--- src/rtl/oled_char_feeder.sv ---
// Character FIFO in front of oledControl: queues bytes from the processor side
// and hands them over one at a time on the sendData/sendDataValid/sendDone handshake.
//
// state | meaning
// IDLE  | waiting for a queued byte
// LOAD  | pop head of FIFO into sendData
// SEND  | sendDataValid high, waiting for sendDone
// GAP   | one cycle with valid low between bytes
module oled_char_feeder #(
  parameter int DEPTH = 16,
  parameter int AW    = $clog2(DEPTH)
) (
  input  logic          clock,
  input  logic          reset_n,
  input  logic [7:0]    wr_data,
  input  logic          wr_en,
  input  logic          flush,
  output logic          fifo_full,
  output logic          fifo_empty,
  output logic [AW:0]   fifo_level,
  output logic [7:0]    overflow_cnt,
  output logic          busy,
  output logic [7:0]    sendData,
  output logic          sendDataValid,
  input  logic          sendDone
);

  localparam logic [1:0] IDLE = 2'd0;
  localparam logic [1:0] LOAD = 2'd1;
  localparam logic [1:0] SEND = 2'd2;
  localparam logic [1:0] GAP  = 2'd3;

  localparam logic [AW:0] FULL_LEVEL = DEPTH[AW:0];

  logic [7:0]    mem [DEPTH];
  logic [AW-1:0] wr_ptr;
  logic [AW-1:0] rd_ptr;
  logic [AW:0]   level;
  logic [1:0]    state;
  logic          push;
  logic          pop;

  assign fifo_level    = level;
  assign fifo_full     = (level == FULL_LEVEL);
  assign fifo_empty    = (level == '0);
  assign busy          = (state != IDLE) | ~fifo_empty;
  assign sendDataValid = (state == SEND);

  // flush discards the same-cycle write outright, so it is neither stored nor counted
  assign push = wr_en & ~fifo_full & ~flush;
  assign pop  = (state == LOAD) & ~fifo_empty;

  always_ff @(posedge clock) begin
    if (push) begin
      mem[wr_ptr] <= wr_data;
    end
  end

  always_ff @(posedge clock or negedge reset_n) begin
    if (!reset_n) begin
      wr_ptr <= '0;
      rd_ptr <= '0;
      level  <= '0;
    end else if (flush) begin
      wr_ptr <= '0;
      rd_ptr <= '0;
      level  <= '0;
    end else begin
      if (push) begin
        wr_ptr <= wr_ptr + 1'b1;
      end
      if (pop) begin
        rd_ptr <= rd_ptr + 1'b1;
      end
      case ({push, pop})
        2'b10:   level <= level + 1'b1;
        2'b01:   level <= level - 1'b1;
        default: level <= level;
      endcase
    end
  end

  always_ff @(posedge clock or negedge reset_n) begin
    if (!reset_n) begin
      overflow_cnt <= 8'h00;
    end else if (wr_en && fifo_full && !flush && (overflow_cnt != 8'hFF)) begin
      overflow_cnt <= overflow_cnt + 8'h01;
    end
  end

  always_ff @(posedge clock or negedge reset_n) begin
    if (!reset_n) begin
      state    <= IDLE;
      sendData <= 8'h00;
    end else begin
      case (state)
        IDLE: begin
          if (!fifo_empty && !flush) begin
            state <= LOAD;
          end
        end
        LOAD: begin
          sendData <= mem[rd_ptr];
          state    <= SEND;
        end
        SEND: begin
          if (sendDone) begin
            state <= GAP;
          end
        end
        default: state <= IDLE;
      endcase
    end
  end

endmodule

--- config.mk ---
export PLATFORM = sky130hd
export DESIGN_NAME = oled_char_feeder
export DESIGN_NICKNAME = d
export VERILOG_FILES = /design/src/rtl/oled_char_feeder.sv
export SDC_FILE = /design/constraint.sdc
export NUM_CORES = 1
export LEC_CHECK = 0
export CAP_MARGIN = 10
export CORE_ASPECT_RATIO = 1.2
export CORE_UTILIZATION = 40
export CTS_CLUSTER_SIZE = 10
export DETAILED_ROUTE_END_ITERATION = 7
export GPL_ROUTABILITY_DRIVEN = 0
export PLACE_DENSITY = 0.59
export SYNTH_ARGS = -nofsm -noshare
export SYNTH_HDL_FRONTEND = slang
export SYNTH_SLANG_ARGS = --single-unit
--- constraint.sdc ---
create_clock -name clock -period 2.3 [get_ports clock]
set_clock_uncertainty 0.15 [all_clocks]
set_input_delay 0.23 -clock clock [delete_from_list [all_inputs] [get_ports clock]]
set_output_delay 0.23 -clock clock [all_outputs]
set_load 0.005 [all_outputs]
==> metrics.csv <==
stage,metric,value,unit
power_and_ir_drop,power_density,1000,nW/µm²
placement,port_buffers,37,
floorplanning,die-area,17500,µm²
logic_synthesis,synthTopCellsByArea,"edfxtp_1 (57%), dfrtp_1 (11%), mux2i_1 (9.7%), a22oi_1 (3.7%), ha_1 (2.2%)",
detailed_routing,drt_wl_total,14800,µm
floorplanning,die_w,121,µm
placement,pre_cts_ws,-101,ps
setup_path,r2r_setup_slack,-80,ps
logic_synthesis,synth-async-reset-ratio,19.5,%
detailed_routing,antenna_left,0,
logic_synthesis,synth_flop_cell,edfxtp_1,
logic_synthesis,syn_avg_cell_area,14.6,µm²
detailed_routing,drc,0,
sta,slew_headroom,55.3,%
status,violations,negative setup slack,
cts,clock_latency,420,ps
detailed_routing,drt_iter0_markers,285,
setup_path,worstPathRequired,2450,ps
layout,area_delta_synth_final,23.6,%
grt,antenna_found_initial,0,
power_and_ir_drop,p_leak,2.92,nW
logic_synthesis,synth_top_area_share,56.7,%
setup_path,cp_data_arrival_time,2530,ps
grt,grt_pass1_vias,4165,
setup_path,crit_path_start_kind,register,
power_and_ir_drop,finalPower,8.39,mW
cts,cts_tree,yes,
logic_synthesis,yosysWarnings,0,
sta,rsz0062_at_grt,yes,
grt,overflow,0,
power_and_ir_drop,peakVddDrop,0.000574,V
cts,path_clk_slew,60,ps
setup_path,cp-end-kind,register,
floorplanning,row_count,51,
sta,final_hold_viol_count,0,
grt,grt_first_pass_wirelength,23200,µm
min_path,hp-class,in2async,
sta,post-route-period-util,103,%
logic_synthesis,yosysTopAreaCell,edfxtp_1,
grt,grt_start_max_net_pins,28,
detailed_routing,drt_pre_antenna_iters,5,
sta,post-route-min-period,2380,ps
sta,holdWs,228,ps
detailed_routing,wl_per_cell,19.2,µm
sta,tightestPinTransition,671,ps
layout,nets,570,
cts,clockRootBuffer,clkbuf_16,
cts,cts.path.max_buffers,2,
cts,clock_sinks,159,
layout,fillers,1362,
layout,final_layout_size_suffix_gt1_share,19.4,%
detailed_routing,via_per_inst,5.26,
sta,fmax,421,MHz
floorplanning,core,16400,µm²
floorplanning,ios,38,
cts,htree_levels,4,
logic_synthesis,synth_nets,488,
setup_path,cp_max_fo,4,
run,cap_violations,0,
detailed_routing,num_vias,4053,
status,outcome,"complete, but fails checks",
cts,numCtsBuffers,17,
logic_synthesis,syn_area,6780,µm²
grt,track_usage,18.3,%
logic_synthesis,synth_seq_cells,159,
sta,setup_violations,1,
floorplanning,fp.dieH,145,µm
logic_synthesis,post-synth-top-count-cell,edfxtp_1,
sta,fin_ws,-77.9,ps
logic_synthesis,seq_area_frac_synth,68.1,%
setup_path,worst-setup-path-type,reg2reg,
logic_synthesis,ys_types,42,
logic_synthesis,syn_inst,463,
logic_synthesis,synth-edff-count,128,
logic_synthesis,synth_common_cells,"edfxtp_1 (128), mux2i_1 (66), a22oi_1 (33), dfrtp_1 (31), nor2_1 (27)",
placement,dp_hpwl,9490,µm
layout,antenna_cells,0,
floorplanning,start_util,41.3,%
sta,drv_slew,0,
==> where the power goes <==
part / total [mW] / switching (mW) / leakage (nW) / internal, mW
clock: 2.62 / 1.12 / 0.259 / 1.50
sequential: 3.46 / 0.155 / 1.56 / 3.30
combinational: 2.32 / 1.16 / 1.10 / 1.16
total: 8.39 / 2.43 / 2.92 / 5.96
==> per-layer routing <==
metal  global-route usage (%)  vias up  share of wire [%]
met1                     23.9     2031                 45
met3                     4.18       18                3.5
li1                         -     1925                  -
met5                        0        -                  0
met4                     7.21        0                1.7
met2                     29.5       79                 50
==> through the flow <==
step | TNS [ps] | instances | cell area, µm² | util (%)
final | -77.9 | 770 | 8380 | 51.1
after floorplan | -62.9 | 463 | 6810 | -
after detailed placement | -173 | 725 | 7640 | 46.6
after global routing | -227 | 770 | 8380 | 51.1
after global placement | -10.3 | 725 | 7640 | 46.6
after CTS | -69.9 | 763 | 8270 | 50.5
==> cells in the final DEF, fill, tap and decap left out, types with 5 or more instances in the layout <==
master           netlist  layout
clkbuf_16              0      17
nand2_1               23      22
xnor2_1                7       6
o221ai_1              10      10
buf_4                  1      48
nor2_1                27      27
inv_1                 17      15
nand3_1                9       6
nand4_1               13      13
nor2b_1                5       5
xor2_1                 7       7
ha_1                  12      10
mux2i_1               66      66
nor3_1                 6       6
a21oi_1                6       5
clkdlybuf4s50_1        0      33
a22oi_1               33      33
dfrtp_1               31      28
edfxtp_1             128     128
==> worst max-delay path, stage by stage (launching register included) <==
cell      delay [ps]
dfrtp_1          380
or4_4            570
nand3_4           90
and2_4           170
xnor2_2          130
ha_4             200
nor3b_1           70
nand3_1          110
o221ai_1         110
a311o_1          280
==> state kept, by name (all words and copies together), names as in the netlist <==
signal        count
mem             128
overflow_cnt      8
sendData          8
fifo_level        5
rd_ptr            4
wr_ptr            4
state             2
==> timing repair <==
item | in CTS | in global routing
setup endpoints to repair | 5 | 138
hold buffers | 1 | 0
gates cloned | 0 | 0
resized for setup | 11 | 16
pin swaps | 2 | 5
setup buffers | 5 | 7
endpoints found under the hold margin | 23 | 0
==> final timing paths <==
| path | cells after the start | to | startpoint |
|---|---|---|---|
| worst max-delay path | 9 | fifo_level[2] | fifo_level[3] |
| worst min-delay path | 2 | fifo_level[3] | reset_n |
| worst max register to register | 9 | fifo_level[2] | fifo_level[3] |
| worst min register to register | 1 | overflow_cnt[5] | overflow_cnt[5] |
| max in group asynchronous | 3 | overflow_cnt[0] | reset_n |
| min in group clock | 1 | overflow_cnt[5] | overflow_cnt[5] |
==> cells by family after synthesis <==
kind of cell    Yosys count  synth area share, %
compound gates           63                 7.34
mux                      68                 10.1
xor+xnor                 14                 1.81
simple gates            102                 7.68
buf+inv                  45                 2.75
fa+ha+maj                12                 2.21
flops                   159                 68.1
==> layout make-up <==
cell class / instances / area (µm²) / area share (%)
multi-input cells: 259 / 2080 / 24.8
clock inverters: 11 / 106 / 1.27
repair buffers: 91 / 803 / 9.58
well taps: 212 / 265 / 3.16
flip-flops and latches: 159 / 4630 / 55.2
clock buffers: 21 / 440 / 5.25
inverters: 17 / 63.8 / 0.761
No activity file was read; power rests on OpenSTA's default activity.
